$ cat src/rtl/scancode_filter.sv
// Scan-code decoder that tracks per-channel "active" flags from make/break codes.
// Optional auto-release hold timers are enabled by defining SCANCODE_HOLD_EN.
module scancode_filter #(
    parameter int unsigned          NUM_CH         = 2,
    parameter logic [NUM_CH*8-1:0]  CH_CODES       = {8'h33, 8'h2C},
    parameter logic [7:0]           ALL_CODE       = 8'h1C,
    parameter logic [7:0]           BREAK_CODE     = 8'hF0,
    parameter logic [7:0]           EXT_CODE       = 8'hE0,
    parameter int unsigned          TIMEOUT_CYCLES = 1000,
    parameter int unsigned          HOLD_CYCLES    = 50000
) (
    input  logic              CLK_clk_i,
    input  logic              RST_rst_i,
    input  logic [7:0]        dout_i,
    input  logic              dout_valid_i,
    output logic [NUM_CH-1:0] Sensor_o,
    output logic              code_hit_o,
    output logic              err_o
);

    // state      | meaning
    // ST_IDLE    | no prefix pending; non-prefix bytes are make codes
    // ST_BRK     | break prefix seen; next byte is a break code
    // ST_EXT     | extended prefix seen; next byte is discarded
    // ST_EXT_BRK | extended + break prefix seen; next byte is discarded
    typedef enum logic [1:0] {
        ST_IDLE,
        ST_BRK,
        ST_EXT,
        ST_EXT_BRK
    } state_t;

    localparam logic [15:0] TMO_LAST = 16'(TIMEOUT_CYCLES - 1);

    state_t            state_q, state_d;
    logic [15:0]       tmo_q, tmo_d;
    logic [NUM_CH-1:0] sensor_q, sensor_d;
    logic              hit_q, hit_d;
    logic              err_q, err_d;

    logic [NUM_CH-1:0] match_mask;
    logic [NUM_CH-1:0] sel_mask;
    logic [NUM_CH-1:0] set_mask;
    logic [NUM_CH-1:0] clr_mask;
    logic [NUM_CH-1:0] rel_mask;
    logic              is_prefix;

    always_comb begin
        for (int i = 0; i < int'(NUM_CH); i++) begin
            match_mask[i] = (dout_i == CH_CODES[8*i +: 8]);
        end
    end

    // ALL_CODE overrides any channel that happens to share its value.
    assign sel_mask  = (dout_i == ALL_CODE) ? {NUM_CH{1'b1}} : match_mask;
    assign is_prefix = (dout_i == BREAK_CODE) || (dout_i == EXT_CODE);

    always_ff @(posedge CLK_clk_i or negedge RST_rst_i) begin
        if (!RST_rst_i) begin
            state_q  <= ST_IDLE;
            tmo_q    <= '0;
            sensor_q <= '0;
            hit_q    <= 1'b0;
            err_q    <= 1'b0;
        end else begin
            state_q  <= state_d;
            tmo_q    <= tmo_d;
            sensor_q <= sensor_d;
            hit_q    <= hit_d;
            err_q    <= err_d;
        end
    end

    always_comb begin
        state_d  = state_q;
        tmo_d    = tmo_q;
        set_mask = '0;
        clr_mask = '0;
        hit_d    = 1'b0;
        err_d    = 1'b0;
        if (dout_valid_i) begin
            tmo_d = '0;
            case (state_q)
                ST_IDLE: begin
                    if (dout_i == BREAK_CODE) begin
                        state_d = ST_BRK;
                    end else if (dout_i == EXT_CODE) begin
                        state_d = ST_EXT;
                    end else begin
                        set_mask = sel_mask;
                        hit_d    = |sel_mask;
                    end
                end
                ST_BRK: begin
                    state_d = ST_IDLE;
                    if (is_prefix) begin
                        err_d = 1'b1;
                    end else begin
                        clr_mask = sel_mask;
                        hit_d    = |sel_mask;
                    end
                end
                ST_EXT: begin
                    if (dout_i == BREAK_CODE) begin
                        state_d = ST_EXT_BRK;
                    end else begin
                        state_d = ST_IDLE;
                        err_d   = (dout_i == EXT_CODE);
                    end
                end
                ST_EXT_BRK: begin
                    state_d = ST_IDLE;
                    err_d   = is_prefix;
                end
                default: state_d = ST_IDLE;
            endcase
        end else if (state_q != ST_IDLE) begin
            if (tmo_q == TMO_LAST) begin
                state_d = ST_IDLE;
                tmo_d   = '0;
                err_d   = 1'b1;
            end else begin
                tmo_d = tmo_q + 16'd1;
            end
        end
        // A make in the same cycle as an auto-release keeps the flag set.
        sensor_d = (sensor_q & ~clr_mask & ~rel_mask) | set_mask;
    end

`ifdef SCANCODE_HOLD_EN
    localparam int unsigned HOLD_W = $clog2(HOLD_CYCLES + 1);
    localparam logic [HOLD_W-1:0] HOLD_RELOAD = HOLD_W'(HOLD_CYCLES);

    for (genvar g = 0; g < int'(NUM_CH); g++) begin : g_hold
        logic [HOLD_W-1:0] hold_q;

        always_ff @(posedge CLK_clk_i or negedge RST_rst_i) begin
            if (!RST_rst_i) begin
                hold_q <= '0;
            end else if (set_mask[g]) begin
                hold_q <= HOLD_RELOAD;
            end else if (clr_mask[g]) begin
                hold_q <= '0;
            end else if (sensor_q[g] && (hold_q != '0)) begin
                hold_q <= hold_q - 1'b1;
            end
        end

        assign rel_mask[g] = sensor_q[g] && (hold_q == HOLD_W'(1));
    end
`else
    assign rel_mask = '0;
`endif

    assign Sensor_o   = sensor_q;
    assign code_hit_o = hit_q;
    assign err_o      = err_q;

endmodule

$ cat config.mk
export PLATFORM = sky130hd
export DESIGN_NAME = scancode_filter
export DESIGN_NICKNAME = d
export VERILOG_FILES = /design/src/rtl/scancode_filter.sv
export SDC_FILE = /design/constraint.sdc
export NUM_CORES = 1
export LEC_CHECK = 0
export BUFFER_PORTS_ARGS = -buffer_cell sky130_fd_sc_hd__buf_2
export CORE_ASPECT_RATIO = 0.8
export CORE_UTILIZATION = 31
export DETAILED_ROUTE_END_ITERATION = 12
export HOLD_SLACK_MARGIN = 0.03
export PLACE_DENSITY = 0.44
export SLEW_MARGIN = 0
export SYNTH_ARGS = -nofsm -noshare
export SYNTH_HDL_FRONTEND = slang
export SYNTH_SLANG_ARGS = --single-unit
export TNS_END_PERCENT = 100
$ cat constraint.sdc
create_clock -name CLK_clk_i -period 4.4 [get_ports CLK_clk_i]
set_input_delay 0.88 -clock CLK_clk_i [delete_from_list [all_inputs] [get_ports CLK_clk_i]]
set_output_delay 0.88 -clock CLK_clk_i [all_outputs]
set_load 0.02 [all_outputs]
Word-level counts from Yosys, hierarchy flattened
Index checks and enable logic that the tools add are counted.
{ "classes": {"n_addsub": 1, "mul": 0, "div_mod_pow": 0, "n_lt_le_gt_ge": 0, "eq_ne": 10, "n_shift": 0, "mux": 29, "n_bitwise": 3, "n_reduce_logical": 8} }
{ "ops": {"columns": ["operator", "n"], "rows": [
  ["$mux 16", 3],
  ["$mux 2", 14],
  ["$add 16x1->16 const B", 1],
  ["$eq 16x10->1 const B", 1],
  ["$eq 8x6->1 const B", 2],
  ["$eq 8x8->1 const B", 2],
  ["$mux 1", 9],
  ["$eq 8x5->1 const B", 1],
  ["$pmux 2 s3", 1],
  ["$reduce_bool 2->1", 3],
  ["$eq 2x2->1 const B", 2],
  ["$ne 4x4->1 const B", 1],
  ["$reduce_or 2->1", 2],
  ["$pmux 1 s3", 1],
  ["$reduce_and 3->1", 1],
  ["$and 2x2->2", 1],
  ["$eq 2x1->1 const B", 1],
  ["$logic_not 2->1", 1],
  ["$not 2->2", 1],
  ["$or 2x2->2", 1],
  ["$pmux 1 s2", 1],
  ["$logic_or 1x1->1", 1]
]} }
{ "totals": {"reg_bits": 22, "latch_bits": 0, "ramBits": 0, "romBits": 0, "inputBits": 11, "output_inout_bits": 4, "elab_cells": 56, "memories": 0} }

Longest topological paths before layout
Gate-level depths: netlist (run 1).
{ "depth": {"depth_word": 8, "ltp_mapped": 8, "depth_no_buf": 6} }

Worst setup path before layout (run 1)
Ideal clock, no wire load.
{ "synth_path": {"path_kind": "register to register", "start": "reg tmo_q[10]", "end": "reg tmo_q[13]", "setup_ns": 0.127, "t_arrival_ns": 1.816, "t_required_ns": 4.273, "setup_slack_ns": 2.457, "stages_incl_launch_ff": 8, "n_path_buf": 2, "synth_period_minus_slack_ns": 1.943, "cell_sequence": "dfrtp_1 or4_1 o41ai_2 buf_6 buf_12 a21oi_2 o21ai_1 o31ai_1"} }
{ "synth_between": {"elab_chain_cells": 4, "word_cells_on_any_way": 5, "cone_classes": "add/sub: 1; eq/ne: 1; mux: 3"} }
{ "synth_lines": {"columns": ["item", "line_no", "rtl"], "rows": [
  ["from (decl)", "36", "logic [15:0] tmo_q, tmo_d;"],
  ["from (signal assigned)", "67", "tmo_q <= tmo_d;"],
  ["$add 16x1->16 / $eq 16x10->1 (equally long branches)", "123, 118", null],
  ["$mux 16 *", "118", "if (tmo_q == TMO_LAST) begin"],
  ["$mux 16 *", "117", "end else if (state_q != ST_IDLE) begin"],
  ["$mux 16 *", "81", "if (dout_valid_i) begin"]
]} }
Mark *: on every way between the ends. The rest lies on a longest branch, timed or not. The select of a mux whose other input is x is not followed.
A chain may end at the register's enable or synchronous reset.

Worst setup path in the final report (run 1)
{ "layout_path": {"start": "reg tmo_q[10]", "end": "reg tmo_q[9]"} }
{ "layout_between": {"elab_chain_cells": 4} }
{ "layout_lines": {"columns": ["item", "line_no"], "rows": [
  ["$eq 16x10->1", "118"],
  ["$mux 16", "118"],
  ["$mux 16", "117"],
  ["$mux 16", "81"]
]} }
No other way between the ends. The select of a mux whose other input is x is not followed.

==> impl_metrics.py, run 1 <==
metrics = {
    "timing": {
        "clock_skew_ns": 0.00546,
        "setup_violations": 0,
        "hold_viol_final": 0,
        "hold_slack_ns": 0.488,
        "setup_tns_ns": 0,
        "period_needed_ns": 2.69,
        "maxSlewHeadroom_pct": 37.5,
        "max_freq_ghz": 0.372,
        "tightestPinTransition_ns": 0.928,
        "fin_crit_sh_pct": 61.1,
        "rsz0062_at_grt": "no",
        "slew_violations": 0,
    },
    "setup_path": {
        "cp_slowest_stage_delay_ns": 0.86,
        "cp-end-kind": "flip-flop",
        "cp_max_fo": 11,
        "crit_path_cell_trace": "or4_1 -> o41ai_2 -> buf_4 -> or2_2 -> o31ai_1",
        "critPathTopFamily": "compound AO/OA/AOI/OAI gates",
        "slowest_stage": "o41ai_2",
        "worstPathArrival_ns": 2.83,
        "crit_required_ns": 4.54,
        "crit_type": "reg2reg",
        "rr_worst_depth": 5,
        "worst-path-buf-inv": 1,
        "startpoint_type": "flip-flop",
        "worstSetupPathDepth": 5,
    },
    "power_and_ir_drop": {
        "p_leak_nw": 0.596,
        "p_seq_share_pct": 48.1,
        "pwr_density_cell_mw_per_mm2": 310,
        "p_total_w": 0.000431,
        "peakVddDrop_v": 0.000143,
        "p_int_w": 0.000338,
        "switching_share_pct": 21.6,
        "clkPwrFrac_pct": 44.2,
        "p_sw_w": 0.0000933,
        "combPwrFrac_pct": 7.8,
    },
    "clock_network": {
        "clk_pin_slew_ns": 0.08,
        "cts_resized": 0,
        "htreeDepth": 1,
        "numCtsBuffers": 3,
        "clk_path_buf_depth": 2,
        "cts_setup_buffers": 0,
        "cts-hold-fix-buffers": 0,
        "cts.sink_count": 22,
        "worst_skew_pair.late_latency_ns": 0.27,
        "cts_tree": "done",
        "root_buffer": "clkbuf_8",
    },
    "layout": {
        "design_area_mm2": 0.00139,
        "fillCellCount": 382,
        "syn_to_final_growth_pct": 14.3,
        "final_common_cell": "dfrtp_1",
        "layout.nets": 165,
        "antennaDiodeCount": 0,
        "fin_util_pct": 38.7,
        "layout-drive-gt1-share_pct": 15.8,
        "layout_common_cells": "dfrtp_1 (22), nand2_1 (17), o21ai_0 (15)",
    },
    "yosys": {
        "syn_area_mm2": 0.00122,
        "ys_warn_count": 0,
        "synth_edf_count": 0,
        "synthTopCellsByArea": "dfrtp_1 (45%), o21ai_0 (6.2%), nand2_1 (5.2%)",
        "ys_types": 34,
        "syn_area_per_cell_um2": 8.81,
        "ys_async_sr_fraction_pct": 100,
        "postSynthRegisterBits": 22,
        "synth_area_leader_cell": "dfrtp_1",
        "synth_ff_type": "dfrtp_1",
        "synth.yosys.seq_area_share_pct": 45.3,
        "synth.top_cell.area_share_pct": 45.3,
        "synth_fp_nets": 150,
        "netlist_instances": 138,
    },
    "detailed_routing": {
        "routed_via_density": 5.28,
        "via_count": 1077,
        "drt-total-wl_um": 2740,
        "firstDrtPassIters": 7,
        "postRouteAntennaNets": 0,
        "wl_per_cell_um": 13.4,
        "drt_iter0_markers": 87,
        "drc_errors": 0,
    },
    "placement": {
        "port_buffers": 14,
        "hpwlAfterDp_um": 2000,
        "dpl-instance-area_mm2": 0.00132,
        "place.gp.congestion": 0.776,
    },
    "hold_path": {
        "hold_path_class": "reg2reg",
        "hold_depth": 1,
    },
    "grt": {
        "track_usage_pct": 15.1,
        "grt_max_degree": 23,
        "grt_pass1_vias": 979,
        "overflow": 0,
        "antenna_found_initial": 0,
        "grt_pass1_wl_um": 4790,
    },
    "floorplanning": {
        "io_pins": 15,
        "die_h_um": 58.0,
        "core-area_mm2": 0.00359,
        "dieArea_mm2": 0.00418,
        "rows": 19,
        "fp.dieW_um": 72.0,
        "initial_utilization_pct": 33.9,
    },
    "outcome": {
        "status": "completed",
    },
    "flow_run": {
        "drv_cap": 0,
    },
}
## synth_stat cells (all sizes together), types with 2 or more instances
cell type  count
a21oi          4
nand2         17
and2           2
o31ai          8
nand4          6
buf            4
clkbuf         2
dfrtp         22
nor2          12
nor3           3
o41ai          4
o21ai         24
or4            2
nor2b          2
and3           3
nand3          7
a31oi          4
inv            2
## registers in the layout, indices dropped and copies added, names as in the netlist
signal,count
state_q,2
Sensor_o,2
err_o,1
code_hit_o,1
tmo_q,16
## power by group through the flow
stage | registers, W | logic [W] | clock network, W
4_1_cts | 0.000207 | 0.0000343 | 0.000197
3_5_place_dp | 0.000211 | 0.0000342 | 0
3_3_place_gp | 0.000211 | 0.0000339 | 0
5_1_grt | 0.000208 | 0.0000387 | 0.000207
2_1_floorplan | 0.000212 | 0.0000185 | 0
6_report | 0.000207 | 0.0000334 | 0.000190
## cell families (layout without fill, tap and decap cells)
group                    Yosys count  in the layout  share of synthesized area, %
XOR/XNOR                           1              1                         0.720
AND/OR/NAND/NOR                   59             59                          23.8
flip-flops                        22             22                          45.3
AO/OA/AOI/OAI                     46             46                          23.9
buffers and inverters              8             22                          4.53
multiplexers                       1              1                         0.823
adder cells (fa/ha/maj)            1              1                          1.03
## area by class of cell
cell class                 instances  area, µm²  area share (%)
clock buffer                       3       41.3            2.97
inverter                           2       7.51           0.540
sequential                        22        551            39.6
clock inverter                     1       30.0            2.16
multi-input combinational        108        611            43.9
timing repair buffer              16       85.1            6.12
tap                               52       65.1            4.68
## worst paths after layout
kind / from / to / slack (ns)
setup reg to reg: tmo_q[10]$_DFFE_PN0P_ / tmo_q[9]$_DFFE_PN0P_ / 1.71
hold reg to reg: tmo_q[15]$_DFFE_PN0P_ / tmo_q[15]$_DFFE_PN0P_ / 0.49
setup / recovery: tmo_q[10]$_DFFE_PN0P_ / tmo_q[9]$_DFFE_PN0P_ / 1.71
max in group asynchronous: RST_rst_i / tmo_q[7]$_DFFE_PN0P_ / 3.49
min in group asynchronous: RST_rst_i / code_hit_o$_DFF_PN0_ / 0.57
hold / removal: tmo_q[15]$_DFFE_PN0P_ / tmo_q[15]$_DFFE_PN0P_ / 0.49
## layer usage
layer	share of wire, %	vias to the layer above	wire length (µm)	track usage, %
met3	4.5	0	122	4.35
met2	44	20	1200	22.9
li1	-	539	-	-
met4	0	0	0	3.36
met1	52	518	1420	21.6
met5	0	-	0	0
## metrics by stage
stage,setup WS [ns],cells
global route,1.53,204
detailed placement,1.73,200
finish,1.71,204
global placement,1.76,200
CTS,1.70,204
floorplan,2.46,138
(Power assumes the default switching activity.)
==> run 2: changes to the inputs <==
--- a/config.mk
+++ b/config.mk
@@ -10,7 +10,7 @@
 export CORE_UTILIZATION = 31
 export DETAILED_ROUTE_END_ITERATION = 12
 export HOLD_SLACK_MARGIN = 0.03
-export PLACE_DENSITY = 0.44
+export PLACE_DENSITY = 0.46
 export SLEW_MARGIN = 0
 export SYNTH_ARGS = -nofsm -noshare
 export SYNTH_HDL_FRONTEND = slang
==> constraint.sdc (replaced) <==
create_clock -name CLK_clk_i -period 2.3 [get_ports CLK_clk_i]
set_input_delay 0.46 -clock CLK_clk_i [delete_from_list [all_inputs] [get_ports CLK_clk_i]]
set_output_delay 0.46 -clock CLK_clk_i [all_outputs]
set_load 0.02 [all_outputs]
==> run 2 against run 1 <==
Sequential share of layout area decreased by 0.39 points. Power is 71% higher. Non-clock buffer count up 4. Clock skew fell by 0.0045 ns. Worst hold slack worse by 0.33 ns. Final cell count up 2.0%.
==> impl_metrics.py, run 2 (same netlist as run 1, synthesis figures left out) <==
metrics = {
    "outcome": {
        "status": "completed",
    },
    "power_and_ir_drop": {
        "p_total_w": 0.000738,
        "p_leak_nw": 0.610,
        "peakVddDrop_v": 0.000250,
        "pwr_density_cell_mw_per_mm2": 526,
    },
    "setup_path": {
        "crit_required_ns": 2.44,
        "cp-end-kind": "flip-flop",
        "startpoint_type": "flip-flop",
        "crit_type": "reg2reg",
        "slowest_stage": "or4_1",
        "cp_slowest_stage_delay_ns": 0.55,
        "worstPathArrival_ns": 2.23,
        "worstReg2RegStart": "tmo_q[11]$_DFFE_PN0P_",
        "critPathTopFamily": "simple AND/OR/NAND/NOR gates",
        "worst-path-buf-inv": 1,
        "crit_start": "tmo_q[11]$_DFFE_PN0P_",
        "cp_max_fo": 11,
        "crit_path_cell_trace": "or4_1 -> o41ai_2 -> buf_4 -> or2_2 -> o31ai_1",
    },
    "clock_network": {
        "worst_skew_pair.late_latency_ns": 0.26,
        "cts_setup_buffers": 0,
        "cts_tree": "done",
        "clk_pin_slew_ns": 0.08,
        "htreeDepth": 1,
        "root_buffer": "clkbuf_8",
        "cts_resized": 0,
        "cts.sink_count": 22,
        "clk_path_buf_depth": 2,
        "cts-hold-fix-buffers": 0,
        "numCtsBuffers": 3,
    },
    "detailed_routing": {
        "drt-total-wl_um": 2670,
        "wl_per_cell_um": 12.8,
        "postRouteAntennaNets": 0,
        "via_count": 1098,
        "routed_via_density": 5.28,
        "drt_iter0_markers": 85,
        "firstDrtPassIters": 4,
        "drc_errors": 0,
    },
    "placement": {
        "hpwlAfterDp_um": 1980,
        "port_buffers": 14,
        "place.gp.congestion": 0.730,
        "place_inst": 204,
    },
    "timing": {
        "fin_crit_sh_pct": 90.9,
        "maxSlewHeadroom_pct": 66.2,
        "setup_violations": 0,
        "setup_tns_ns": 0,
        "hold_slack_ns": 0.158,
        "period_needed_ns": 2.09,
        "hold_viol_final": 0,
        "max_freq_ghz": 0.478,
        "slew_violations": 0,
        "tightestPinTransition_ns": 0.506,
        "rsz0062_at_grt": "no",
        "clock_skew_ns": 0.000999,
    },
    "layout": {
        "layout-drive-gt1-share_pct": 17.9,
        "antennaDiodeCount": 0,
        "layout.nets": 169,
        "largest_reg_flops": 16,
        "syn_to_final_growth_pct": 15.4,
        "layout_common_cells": "dfrtp_1 (22), nand2_1 (17), o21ai_0 (15)",
        "final_common_cell": "dfrtp_1",
        "fin_cells": 208,
        "top_register": "tmo_q",
    },
    "floorplanning": {
        "die_h_um": 58.0,
        "dieArea_mm2": 0.00418,
        "rows": 19,
        "initial_utilization_pct": 33.9,
        "fp.dieW_um": 72.0,
        "core-area_mm2": 0.00359,
        "io_pins": 15,
    },
    "grt": {
        "grt_pass1_vias": 948,
        "grt_max_degree": 23,
        "grt_pass1_wl_um": 4670,
        "overflow": 0,
        "track_usage_pct": 14.5,
        "antenna_found_initial": 0,
    },
    "hold_path": {
        "hold_path_class": "in2async",
    },
    "flow_run": {
        "drv_cap": 0,
    },
}
## run 2: worst paths after layout
check,slack [ns],cells after the start,end
worst max register to register,0.21,5,tmo_q[3]$_DFFE_PN0P_
worst min register to register,0.48,2,Sensor_o[0]$_DFF_PN0_
worst min-delay path,0.16,1,err_o$_DFF_PN0_
min in group CLK_clk_i,0.47,2,state_q[1]$_DFFE_PN0P_
max in group asynchronous,1.80,1,tmo_q[14]$_DFFE_PN0P_
worst max-delay path,0.21,5,tmo_q[3]$_DFFE_PN0P_
## run 2: final cells by class
cell class / instances / area, µm²
Clock buffer: 4 / 55.1
Inverter: 2 / 7.51
Fill cell: 363 / 2190
Tap cell: 52 / 65.1
Multi-Input combinational cell: 108 / 611
Sequential cell: 22 / 551
Timing Repair Buffer: 20 / 115
## run 2: power breakdown
group / leakage, nW / switching [W] / internal, W
clock network: 0.0288 / 0.000125 / 0.000153
logic: 0.281 / 0.0000431 / 0.0000228
registers: 0.300 / 0.00000349 / 0.000391
total: 0.610 / 0.000171 / 0.000567
## run 2: layer usage
metal | vias up | part of all wire, % | global-route usage (%)
met5 | - | 0 | 0
met4 | 0 | 0.64 | 3.36
met3 | 2 | 4.3 | 4.17
met2 | 21 | 41 | 20.8
met1 | 525 | 54 | 21.7
li1 | 550 | - | -
## run 2: per-stage QoR
step           utilization, %  setup slack (ns)  cell area [µm²]
3_3_place_gp             37.6             0.246             1350
2_1_floorplan               -             0.357             1220
3_5_place_dp             37.6             0.215             1350
5_1_grt                  39.1            0.0903             1400
6_report                 39.1             0.209             1400
4_1_cts                  39.1             0.197             1400
## run 2: worst reg2reg max path: stages, from the launching register on
cell	delay, ns
dfrtp_1	0.43
or4_1	0.55
o41ai_2	0.36
buf_4	0.24
or2_2	0.27
o31ai_1	0.12
==> run 3: changes to the inputs <==
--- a/config.mk
+++ b/config.mk
@@ -7,10 +7,10 @@
 export LEC_CHECK = 0
 export BUFFER_PORTS_ARGS = -buffer_cell sky130_fd_sc_hd__buf_2
 export CORE_ASPECT_RATIO = 0.8
-export CORE_UTILIZATION = 31
+export CORE_UTILIZATION = 25
 export DETAILED_ROUTE_END_ITERATION = 12
 export HOLD_SLACK_MARGIN = 0.03
-export PLACE_DENSITY = 0.46
+export PLACE_DENSITY = 0.38
 export SLEW_MARGIN = 0
 export SYNTH_ARGS = -nofsm -noshare
 export SYNTH_HDL_FRONTEND = slang
==> run 3 against run 2 <==
Critical path depth did not move. Routed wire length rose by 13%. Core utilization fell by 8.0 points. Combinational power rose by 3.2%. Clock skew rose by 0.0046 ns. Die area rose by 23%. Largest power group unchanged. Via count fell by 0.55%. Non-clock buffer count rose by 1. Cell area rose by 2.4%. Sequential power barely moved. Sequential share of layout area fell by 0.92 points.
==> impl_metrics.py, run 3 (same netlist as run 1, synthesis figures left out) <==
metrics = {
    "grt": {
        "track_usage_pct": 13.6,
        "grt_max_degree": 23,
        "overflow": 0,
        "grt_pass1_wl_um": 5240,
        "grt_pass1_vias": 1057,
        "antenna_found_initial": 0,
    },
    "clock_network": {
        "worst_skew_pair.late_latency_ns": 0.27,
        "cts.sink_count": 22,
        "cts_tree": "done",
        "numCtsBuffers": 3,
        "cts_setup_buffers": 0,
        "cts_resized": 0,
        "root_buffer": "clkbuf_8",
        "clk_path_buf_depth": 2,
        "cts-hold-fix-buffers": 0,
        "clk_pin_slew_ns": 0.09,
        "htreeDepth": 1,
    },
    "floorplanning": {
        "fp.dieW_um": 80.0,
        "rows": 22,
        "core-area_mm2": 0.00462,
        "die_h_um": 64.4,
        "dieArea_mm2": 0.00515,
        "initial_utilization_pct": 26.3,
        "io_pins": 15,
    },
    "flow_run": {
        "drv_cap": 0,
    },
    "setup_path": {
        "startpoint_type": "flip-flop",
        "crit_required_ns": 2.45,
        "worstPathArrival_ns": 2.35,
        "crit_path_cell_trace": "or4_1 -> o41ai_2 -> buf_4 -> or2_2 -> o41ai_1",
        "cp-end-kind": "flip-flop",
        "cp_slowest_stage_delay_ns": 0.57,
        "slowest_stage": "or4_1",
        "cp_max_fo": 11,
        "crit_type": "reg2reg",
    },
    "power_and_ir_drop": {
        "pwr_density_cell_mw_per_mm2": 583,
        "p_sw_w": 0.000190,
        "p_int_w": 0.000648,
        "combPwrFrac_pct": 8.1,
        "peakVddDrop_v": 0.000243,
        "switching_share_pct": 22.7,
        "clkPwrFrac_pct": 44.7,
        "p_seq_share_pct": 47.2,
        "p_leak_nw": 0.622,
    },
    "layout": {
        "layout_common_cells": "dfrtp_1 (22), nand2_1 (17), o21ai_0 (15)",
        "final_common_cell": "dfrtp_1",
        "syn_to_final_growth_pct": 18.2,
        "layout-drive-gt1-share_pct": 18.5,
        "largest_reg_flops": 16,
        "antennaDiodeCount": 0,
        "layout.nets": 170,
        "top_register": "tmo_q",
        "fillCellCount": 508,
    },
    "timing": {
        "hold_slack_ns": 0.150,
        "hold_viol_final": 0,
        "maxSlewHeadroom_pct": 65.3,
        "tightestPinTransition_ns": 0.520,
        "setup_tns_ns": 0,
        "fin_crit_sh_pct": 95.4,
        "rsz0062_at_grt": "no",
        "slew_violations": 0,
        "setup_violations": 0,
        "max_freq_ghz": 0.456,
        "period_needed_ns": 2.19,
        "clock_skew_ns": 0.00556,
    },
    "detailed_routing": {
        "routed_via_density": 5.03,
        "firstDrtPassIters": 4,
        "drt_iter0_markers": 28,
        "drc_errors": 0,
        "drt-total-wl_um": 3030,
        "via_count": 1092,
        "postRouteAntennaNets": 0,
        "wl_per_cell_um": 13.9,
    },
    "placement": {
        "place.gp.congestion": 0.787,
        "port_buffers": 14,
        "hpwlAfterDp_um": 2240,
    },
    "hold_path": {
        "hold_path_class": "in2async",
    },
    "outcome": {
        "status": "completed",
    },
}
-- run 3: cell types whose count changed in the layout (fill, tap and decap cells not counted), sizes merged --
| cell | change |
|---|---|
| buf | +1 |
| bufinv | +1 |
| clkbuf | -1 |
-- run 3: worst max-delay path, delay by kind of cell, from the launching register on --
kind | cells | cell delay [ns]
simple gates | 2 | 0.84
buf+inv | 1 | 0.23
flops | 1 | 0.43
compound gates | 2 | 0.58
-- run 3: final timing paths --
| kind | startpoint | endpoint | slack (ns) | depth (start not counted) |
|---|---|---|---|---|
| setup / recovery | tmo_q[11]$_DFFE_PN0P_ | tmo_q[14]$_DFFE_PN0P_ | 0.11 | 5 |
| hold reg to reg | tmo_q[15]$_DFFE_PN0P_ | tmo_q[15]$_DFFE_PN0P_ | 0.48 | 1 |
| setup reg to reg | tmo_q[11]$_DFFE_PN0P_ | tmo_q[14]$_DFFE_PN0P_ | 0.11 | 5 |
| max in group asynchronous | RST_rst_i | tmo_q[14]$_DFFE_PN0P_ | 1.80 | 1 |
| min in group CLK_clk_i | dout_i[4] | state_q[1]$_DFFE_PN0P_ | 0.46 | 2 |
| hold / removal | RST_rst_i | err_o$_DFF_PN0_ | 0.15 | 1 |
-- run 3: power groups by stage --
stage,combinational [W],sequential (W),clock [W]
after floorplan,0.0000355,0.000406,0
after global placement,0.0000695,0.000403,0
after detailed placement,0.0000699,0.000403,0
after CTS,0.0000698,0.000396,0.000387
after global routing,0.0000787,0.000396,0.000403
final,0.0000680,0.000396,0.000375
-- run 3: area by class of cell --
| class | count | area (µm²) | share of cell area [%] |
|---|---|---|---|
| multi-input combinational | 108 | 611 | 42.5 |
| clock inverter | 1 | 30.0 | 2.09 |
| clock buffer | 3 | 41.3 | 2.87 |
| inverter | 2 | 7.51 | 0.522 |
| sequential | 22 | 551 | 38.3 |
| timing repair buffer | 21 | 123 | 8.53 |
| tap | 60 | 75.1 | 5.22 |
-- run 3: per-stage QoR --
step                      utilization (%)  cell area [µm²]  instances  setup slack [ns]  power (W)
after floorplan                         -             1220        138             0.357   0.000441
after global placement               29.5             1370        213             0.207   0.000473
after detailed placement             29.5             1370        213             0.151   0.000473
after CTS                            31.1             1440        217             0.126   0.000852
after global routing                 31.1             1440        217            0.0268   0.000878
final                                31.1             1440        217             0.105   0.000838
-- run 3: per-layer routing --
| layer | up-vias | wire [µm] | share of wire [%] | track usage, % |
|---|---|---|---|---|
| met5 | - | 0 | 0 | 0 |
| met4 | 0 | 29 | 0.96 | 4.02 |
| met3 | 5 | 76 | 2.5 | 3.86 |
| met2 | 8 | 1280 | 42 | 19.9 |
| met1 | 529 | 1640 | 54 | 19.2 |
| li1 | 550 | - | - | - |
